==> config.mk <==
export PLATFORM = sky130hd
export DESIGN_NAME = w_bus_word_receiver
export DESIGN_NICKNAME = d
export VERILOG_FILES = /design/src/rtl/w_bus_word_receiver_pkg.sv /design/src/rtl/w_bus_byte_reg.sv /design/src/rtl/w_bus_word_receiver.sv
export SDC_FILE = /design/constraint.sdc
export NUM_CORES = 1
export LEC_CHECK = 0
export CORE_UTILIZATION = 41
export DETAILED_ROUTE_END_ITERATION = 8
export HOLD_SLACK_MARGIN = 0.03
export PLACE_DENSITY_LB_ADDON = 0.12
export SLEW_MARGIN = 10
export SYNTH_ARGS = -nofsm -noshare
export SYNTH_HDL_FRONTEND = slang
export SYNTH_SLANG_ARGS = --single-unit
==> constraint.sdc <==
create_clock -name iClk -period 1.3 [get_ports iClk]
set_clock_uncertainty 0.05 [all_clocks]
set_input_delay 0.26 -clock iClk [delete_from_list [all_inputs] [get_ports iClk]]
set_output_delay 0.26 -clock iClk [all_outputs]
set_load 0.05 [all_outputs]
==> src/rtl/w_bus_word_receiver_pkg.sv <==
// Shared types and constants for the W-bus word receiver: state encoding,
// byte-lane width and the values every register returns to on reset.
package w_bus_word_receiver_pkg;

    localparam int P_WIDTH = 16;
    localparam int BYTE_W  = P_WIDTH / 2;

    typedef enum logic {
        IDLE    = 1'b0,
        GOT_LOW = 1'b1
    } state_e;

    localparam logic [P_WIDTH-1:0] WORD_RESET  = '0;
    localparam logic [BYTE_W-1:0]  STAGE_RESET = '0;

endpackage

==> src/rtl/w_bus_byte_reg.sv <==
// One byte of storage with synchronous reset and a load enable; used for both
// halves of the output word and for the staged low byte.
module w_bus_byte_reg
    import w_bus_word_receiver_pkg::*;
#(
    parameter int                pWidth      = BYTE_W,
    parameter logic [pWidth-1:0] pResetValue = '0
) (
    input  logic              iClk,
    input  logic              iReset,
    input  logic              iLoad,
    input  logic [pWidth-1:0] iData,
    output logic [pWidth-1:0] oData
);

    logic [pWidth-1:0] data_q;

    // NOTE: sequential state uses non-blocking assignments so every flop
    // samples pre-edge values regardless of block evaluation order.
    always_ff @(posedge iClk) begin
        if (iReset) begin
            data_q <= pResetValue;
        end else if (iLoad) begin
            data_q <= iData;
        end
    end

    assign oData = data_q;

endmodule

==> src/rtl/w_bus_word_receiver.sv <==
// Samples the W bus and assembles a word from a full transfer, from direct
// byte-half loads, or from a low-then-high two-strobe byte sequence.
module w_bus_word_receiver
    import w_bus_word_receiver_pkg::*;
#(
    parameter int pWidth = P_WIDTH
) (
    input  logic              iClk,
    input  logic              iReset,
    input  logic [pWidth-1:0] tWbus,
    input  logic              iLoadFull,
    input  logic              iLoadLow,
    input  logic              iLoadHigh,
    input  logic              iByteStrobe,
    input  logic              iAbort,
    output logic [pWidth-1:0] oWord,
    output logic              oWordValid,
    output logic              oPending,
    output logic              oDropped
);

    localparam int lByteW = pWidth / 2;

    state_e            state_q, state_d;
    logic              valid_q, valid_d;
    logic              pending_q;
    logic              dropped_q, dropped_d;

    logic              load_lo, load_hi, load_stage;
    logic [lByteW-1:0] lo_d, hi_d;
    logic [lByteW-1:0] word_lo, word_hi, stage;
    logic [lByteW-1:0] bus_lo, bus_hi;

    assign bus_lo = tWbus[lByteW-1:0];
    assign bus_hi = tWbus[pWidth-1:lByteW];

    // NOTE: every signal written here gets a default first, so no path can
    // leave one unassigned and infer a latch.
    always_comb begin
        state_d    = state_q;
        dropped_d  = dropped_q;
        valid_d    = 1'b0;
        load_lo    = 1'b0;
        load_hi    = 1'b0;
        load_stage = 1'b0;
        lo_d       = bus_lo;
        hi_d       = bus_lo;

        if (iAbort) begin
            if (state_q == GOT_LOW) begin
                state_d   = IDLE;
                dropped_d = 1'b1;
            end
        end else if (iLoadFull || iLoadLow || iLoadHigh) begin
            load_lo = iLoadFull || iLoadLow;
            load_hi = iLoadFull || iLoadHigh;
            if (iLoadFull) begin
                hi_d = bus_hi;
            end
            valid_d = 1'b1;
            // A direct load always wins over a half-received sequence.
            if (state_q == GOT_LOW) begin
                state_d   = IDLE;
                dropped_d = 1'b1;
            end
        end else if (iByteStrobe) begin
            if (state_q == IDLE) begin
                load_stage = 1'b1;
                state_d    = GOT_LOW;
            end else begin
                load_lo = 1'b1;
                load_hi = 1'b1;
                lo_d    = stage;
                valid_d = 1'b1;
                state_d = IDLE;
            end
        end
    end

    always_ff @(posedge iClk) begin
        if (iReset) begin
            state_q   <= IDLE;
            valid_q   <= 1'b0;
            pending_q <= 1'b0;
            dropped_q <= 1'b0;
        end else begin
            state_q   <= state_d;
            valid_q   <= valid_d;
            pending_q <= (state_d == GOT_LOW);
            dropped_q <= dropped_d;
        end
    end

    w_bus_byte_reg #(
        .pWidth      (lByteW),
        .pResetValue (WORD_RESET[lByteW-1:0])
    ) u_word_lo (
        .iClk   (iClk),
        .iReset (iReset),
        .iLoad  (load_lo),
        .iData  (lo_d),
        .oData  (word_lo)
    );

    w_bus_byte_reg #(
        .pWidth      (lByteW),
        .pResetValue (WORD_RESET[pWidth-1:lByteW])
    ) u_word_hi (
        .iClk   (iClk),
        .iReset (iReset),
        .iLoad  (load_hi),
        .iData  (hi_d),
        .oData  (word_hi)
    );

    // Stage is reset for determinism but otherwise never cleared; its value
    // only matters while in GOT_LOW.
    w_bus_byte_reg #(
        .pWidth      (lByteW),
        .pResetValue (STAGE_RESET[lByteW-1:0])
    ) u_stage (
        .iClk   (iClk),
        .iReset (iReset),
        .iLoad  (load_stage),
        .iData  (bus_lo),
        .oData  (stage)
    );

    assign oWord      = {word_hi, word_lo};
    assign oWordValid = valid_q;
    assign oPending   = pending_q;
    assign oDropped   = dropped_q;

endmodule

==> impl_summary.log <==
[metrics] Worst Setup Path Type: reg -> reg
[metrics] number of maximum-capacitance violations: 0
[metrics] share of the core filled with cells: 70.70%
[metrics] Pwr Density: 878.9 nW/um2
[metrics] launching point of the worst reg2reg path: oPending$_SDFFE_PP0P_
[metrics] crit path DAT: 1470 ps
[metrics] Setup crit end: u_word_lo.oData[4]$_SDFFE_PP0P_
[metrics] post-synthesis instance total: 141
[metrics] DP HPWL: 2605 um
[metrics] startpoint type of the worst setup path: flop
[metrics] number of pins with negative max-slew slack in the final report: 0
[metrics] CTS tree: done
[metrics] leakage: 0.7786 nW
[metrics] Post-layout nets: 218
[metrics] Mapped Nets: 164
[metrics] reg-to-reg slack, setup: 10 ps
[metrics] portion of synthesized cell area occupied by the leading cell type: 40.75%
[metrics] post-synthesis cell type count: 27
[metrics] Post-synth EDFFs: 0
[metrics] worst reg2reg path endpoint: u_word_lo.oData[4]$_SDFFE_PP0P_
[metrics] DR DRC count: 0
[metrics] layout cell share with drive strength beyond 1: 37.11%
[metrics] async set-reset flop share out of synthesis: 0%
[metrics] Clk Tree Root Cell: sky130_fd_sc_hd__clkbuf_4
[metrics] cell area after synthesis: 1326 um2
[metrics] floorplan core area: 3053 um2
[metrics] global routing usage summed across all routing layers: 23.89%
[metrics] final non-filler cell total: 238
[metrics] final setup fails: 0
[metrics] effective utilization at floorplan: 43.44%
[metrics] CP required: 1480 ps
[metrics] Area growth syn-to-layout: 62.74%
[metrics] proportion of synthesized chip area in sequential cells: 40.75%
[metrics] Routed Wire Length: 3783 um
[metrics] width of the die: 58.88 um
[metrics] pin count of the biggest net entering global routing: 28
[metrics] via count of the first global-routing pass: 1,249
[metrics] maximum VDD drop: 0.0004359 V
[metrics] total via count after detailed routing: 1,348
[metrics] warnings from Yosys: 0
[metrics] number of sinks handled by clock tree synthesis: 27
[metrics] post-synthesis register bit count: 27
[metrics] run status: completed
[metrics] Crit. Startpoint: oPending$_SDFFE_PP0P_
[metrics] # rows: 20
[metrics] Final Power: 0.001897 W
[metrics] leading cell types by total area after synthesis: sky130_fd_sc_hd__dfxtp_1 41%, sky130_fd_sc_hd__nor3_1 6.8%, sky130_fd_sc_hd__mux2i_1 6.0%
[metrics] count of pins on the block boundary: 42
[metrics] overall overflow remaining after global route: 0
[metrics] DRC violation total after the first TritonRoute iteration: 90
[metrics] Clock H-tree levels: 1
[metrics] number of antenna violations at the first check in global routing: 0
[metrics] Avg Inst Size Synth: 9.406 um2
[metrics] Yosys top cell by area: sky130_fd_sc_hd__dfxtp_1
[metrics] wire length of the first global-routing pass: 6258 um
[metrics] clk buf depth: 2
[metrics] final worst path period need: 1287 ps
[metrics] mean routed wirelength per cell: 15.89 um
[metrics] gp weighted congestion: 0.8551
[metrics] most frequent cell after synthesis: sky130_fd_sc_hd__dfxtp_1
[metrics] Post-Place Cells: 228
[metrics] hold buffer count at cts: 0
[metrics] Min-Delay Path Class: in -> reg
[metrics] Diodes inserted: 0
[metrics] slew at the pin closest to its max-slew limit: 275.2 ps
[metrics] Final Hold Viols: 0
[metrics] Setup crit end kind: flop
[metrics] period utilisation layout: 99.01%
[metrics] cts bufs inserted: 3
[metrics] fmax: 0.7769 GHz
[metrics] vias per std cell: 5.664
[metrics] y dimension of the die: 58.88 um
[metrics] setup_tns: 0 ps
[metrics] leading register cell type out of synthesis: sky130_fd_sc_hd__dfxtp_1
[metrics] insertion delay of the later-clocked pin in the worst-skew pair: 310 ps
[metrics] worst reg-to-reg path cell count: 3
[metrics] number of detailed-routing iterations run before antenna repair: 4
[metrics] quantity of I/O buffers inserted on ports: 41
[metrics] Post-synth top cells: 27 x sky130_fd_sc_hd__dfxtp_1, 18 x sky130_fd_sc_hd__nor3_1, 9 x sky130_fd_sc_hd__a211oi_1, 9 x sky130_fd_sc_hd__a21oi_1
[metrics] highest net fanout along the worst path: 8
[metrics] area enclosed by the die boundary: 3466 um2
[metrics] count of antenna-violating nets left after detailed routing: 0
[metrics] unrepaired setup endpoints after global routing: yes
[metrics] worst rel slew slack: 81.51%
[metrics] CTS clock-pin slew for the worst setup and hold paths: 140 ps
-- critical path: stages (launching register included) --
cell and delay [ps]:
sky130_fd_sc_hd__dfxtp_4 390, sky130_fd_sc_hd__and4bb_1 210, sky130_fd_sc_hd__or2_4 290, sky130_fd_sc_hd__a311oi_1 270
-- metrics by stage --
step / instance area, um2 / worst slack (ps) / hold WS, ps
2_1_floorplan: 1371 / -85.12 / 288.5
3_3_place_gp: 2032 / -548.0 / 406.9
3_5_place_dp: 2032 / -611.1 / 408.4
4_1_cts: 2118 / 5.197 / 288.9
5_1_grt: 2158 / -21.38 / 230.3
6_report: 2158 / 12.90 / 250.2
-- state kept, by name (all words and copies together), names as in the netlist --
signal / cells
oWordValid: 1
u_word_lo.oData: 8
oDropped: 1
oPending: 1
u_word_hi.oData: 8
u_stage.oData: 8
-- metal layers --
metal | part of all wire, % | global-route usage, % | vias up | wire [um]
li1 | - | - | 654 | -
met1 | 43 | 34.15 | 620 | 1609
met2 | 49 | 38.47 | 72 | 1864
met3 | 7.4 | 2.418 | 2 | 279
met4 | 0.77 | 6.122 | 0 | 29
met5 | 0 | 0 | - | 0
-- cells by family (layout without fill, tap and decap cells) --
family          after synthesis  count (layout)  synth area share, %
compound gates               44              44                21.60
flops                        27              27                40.75
xor+xnor                      1               1               0.6605
buf+inv                      16              68                10.19
simple gates                 45              46                20.76
mux                           8               8                6.038
-- cell usage in the layout (no fill, tap or decap), types with 2 or more instances in the layout --
cell type                          n
sky130_fd_sc_hd__a211oi_1          3
sky130_fd_sc_hd__a211oi_2          6
sky130_fd_sc_hd__a21oi_1           8
sky130_fd_sc_hd__a311oi_1          6
sky130_fd_sc_hd__a311oi_2          2
sky130_fd_sc_hd__and4bb_1          2
sky130_fd_sc_hd__buf_12           20
sky130_fd_sc_hd__buf_2             2
sky130_fd_sc_hd__buf_4            14
sky130_fd_sc_hd__buf_6             7
sky130_fd_sc_hd__clkbuf_2          2
sky130_fd_sc_hd__clkbuf_4          3
sky130_fd_sc_hd__clkdlybuf4s50_1  17
sky130_fd_sc_hd__dfxtp_1          26
sky130_fd_sc_hd__mux2i_1           8
sky130_fd_sc_hd__nand3_1           6
sky130_fd_sc_hd__nand3_2           2
sky130_fd_sc_hd__nand4_1           8
sky130_fd_sc_hd__nor3_1           18
sky130_fd_sc_hd__o21ai_0           6
sky130_fd_sc_hd__o21ai_1           9
sky130_fd_sc_hd__o21ba_2           2
sky130_fd_sc_hd__or4_4             2
-- where the power goes --
part	switching [W]	internal (W)
Combinational	0.000315	0.000318
Sequential	0.0000443	0.000871
Clock	0.000234	0.000115
-- what timing repair did --
item                                   in CTS  in global routing
pin swaps                                  11                 12
resized for setup                          20                 18
setup buffers                               3                  1
setup endpoints to repair                  27                 23
cloned                                      2                  0
endpoints found under the hold margin       0                  0
-- worst min path at each step --
stage / depth (start not counted) / startpoint / slack [ps] / endpoint
finish: 3 / iAbort / 250 / oWordValid$_SDFF_PP0_
global route: 3 / iAbort / 230 / oWordValid$_SDFF_PP0_
CTS: 3 / iLoadLow / 290 / oWordValid$_SDFF_PP0_
detailed placement: 2 / u_stage.oData[0]$_SDFFE_PP0P_ / 410 / u_stage.oData[0]$_SDFFE_PP0P_
global placement: 2 / u_stage.oData[0]$_SDFFE_PP0P_ / 410 / u_stage.oData[0]$_SDFFE_PP0P_
floorplan: 1 / iAbort / 290 / oWordValid$_SDFF_PP0_
-- final cells by class --
class                      count  area, um2
fill                         252      894.6
tap                           44      55.05
clock buffer                   3      22.52
multi-input combinational     99      729.5
sequential                    27      544.3
clock inverter                 1      5.005
timing repair buffer          64      802.0
Power figures use the tool's default switching activity.
==> variant: new RTL, config.mk and constraints unchanged <==
Change the package constant `P_WIDTH` from 16 to 12.
--- a/src/rtl/w_bus_word_receiver_pkg.sv
+++ b/src/rtl/w_bus_word_receiver_pkg.sv
@@ -2,7 +2,7 @@
 // byte-lane width and the values every register returns to on reset.
 package w_bus_word_receiver_pkg;
 
-    localparam int P_WIDTH = 16;
+    localparam int P_WIDTH = 12;
     localparam int BYTE_W  = P_WIDTH / 2;
 
     typedef enum logic {
Ports: changed (resized oWord and tWbus); port bits go from 42 to 34. No check against the original RTL was run, so the function may have changed too.
==> variant against the original RTL <==
Combinational power decreased by 20%; sequential power decreased by 22%; wire length decreased by 22%; die area decreased by 21%; global-route usage increased by 0.068 points; synthesized area decreased by 21%; via count decreased by 21%; power decreased by 19%; cell count decreased by 23%; setup slack got worse by 11 ps; sequential cell count decreased by 6; clock power decreased by 11%; design area decreased by 20%.
==> variant: results <==
INSERT INTO impl_metrics (metric_group, metric, value, unit) VALUES
('sta', 'slew_headroom', '79.5', '%'),
('place', 'placedInstanceArea', '1660', 'um^2'),
('critical_path', 'worstSetupEndpoint', 'u_word_lo.oData[4]$_SDFFE_PP0P_', ''),
('yosys', 'yosys-top-cells-area', 'dfxtp_1 40%, a211oi_2 7.2%, nor3_1 6.2%, mux2i_1 5.8%, a311oi_1 5.0%', ''),
('place', 'place_congestion', '0.786', ''),
('detailed_routing', 'routed-via-count', '1071', ''),
('clocking', 'cts.clk_slew.worst_paths', '120', 'ps'),
('grt', 'grt_max_degree', '22', ''),
('grt', 'grt_first_pass_wirelength', '4.78', 'mm'),
('yosys', 'post_synthesis_sequential_area_ratio', '40.3', '%'),
('place', 'hpwl_after_detailed_placement', '2.18', 'mm'),
('critical_path', 'critical_path.max_fanout', '7', ''),
('detailed_routing', 'initialDrtViolationCount', '32', ''),
('grt', 'global_route.usage.total', '24.0', '%'),
('run_status', 'status', 'finished clean', ''),
('critical_path', 'regToRegSetupSlack', '60', 'ps'),
('layout', 'share_of_cells_above_drive_strength_1', '40.0', '%'),
('layout', 'design.final.nets', '175', ''),
('yosys', 'synth_fp_nets', '127', ''),
('critical_path', 'max_stage_delay', '590', 'ps');
-- variant: changes by cell type in the layout (fill, tap and decap cells not counted), moves of 3 or more --
| cell | before | now |
|---|---|---|
| dfxtp_1 | 26 | 20 |
| o21ai_0 | 6 | 3 |
| clkdlybuf4s50_1 | 17 | 13 |
| nor3_1 | 18 | 13 |
| mux2i_1 | 8 | 5 |
| buf_12 | 20 | 17 |
| buf_6 | 7 | 1 |
-- variant: worst min path at each step --
stage / depth (start not counted) / start / slack, ps / end
floorplan: 1 / iReset / 280 / u_word_lo.oData[2]$_SDFFE_PP0P_
global route: 3 / iLoadLow / 340 / oWordValid$_SDFF_PP0_
detailed placement: 2 / u_stage.oData[2]$_SDFFE_PP0P_ / 430 / u_stage.oData[2]$_SDFFE_PP0P_
global placement: 2 / u_stage.oData[2]$_SDFFE_PP0P_ / 420 / u_stage.oData[2]$_SDFFE_PP0P_
CTS: 3 / iLoadLow / 410 / oWordValid$_SDFF_PP0_
finish: 3 / iLoadLow / 300 / oWordValid$_SDFF_PP0_
-- variant: final cells by class --
type	instances	area, um^2	share of cell area [%]
sequential	21	424	24.6
timing repair buffer	51	631	36.6
clock inverter	1	5.00	0.290
multi-input combinational	79	606	35.1
clock buffer	3	22.5	1.31
tap	28	35.0	2.03
-- variant: power by group --
| part | internal, W | switching, W |
|---|---|---|
| Combinational | 0.000258 | 0.000250 |
| Clock | 0.000115 | 0.000196 |
| Sequential | 0.000676 | 0.0000338 |
-- variant: per-stage QoR --
stage / cells / util [%] / setup slack [ps] / hold WS (ps) / total power (W)
after floorplan: 108 / - / -24.6 / 282 / 0.000947
after global placement: 177 / 72.2 / -528 / 421 / 0.00121
after detailed placement: 177 / 72.2 / -586 / 425 / 0.00122
after CTS: 183 / 74.5 / 7.11 / 407 / 0.00153
after global routing: 183 / 75.0 / -32.8 / 338 / 0.00159
final: 183 / 75.0 / 1.62 / 300 / 0.00153
-- variant: worst register-to-register path: cells and delay by family, from the launching register on --
| family | cells | cell delay, ps |
|---|---|---|
| compound gates | 1 | 270 |
| flops | 1 | 390 |
| simple gates | 2 | 460 |
-- variant: logic make-up (layout without fill, tap and decap cells) --
kind of cell	count (synthesis)	in the layout	share of synthesized area, %
compound gates	34	34	24.0
flops	21	21	40.3
xor+xnor	1	1	0.839
buf+inv	9	55	5.40
mux	6	6	5.76
simple gates	37	38	23.7
-- variant: metal layers --
metal	part of all wire, %	global-route usage (%)	vias to the layer above
met5	0	0	-
met4	0.78	8.33	0
met3	6.2	3.48	4
met2	51	41.1	41
met1	42	30.1	508
li1	-	-	518
-- variant: repair_timing --
action / in CTS / in global routing
setup buffers: 1 / 0
pin swaps: 3 / 2
gates resized for setup: 10 / 12
cloned: 1 / 0
setup endpoints to repair: 20 / 9
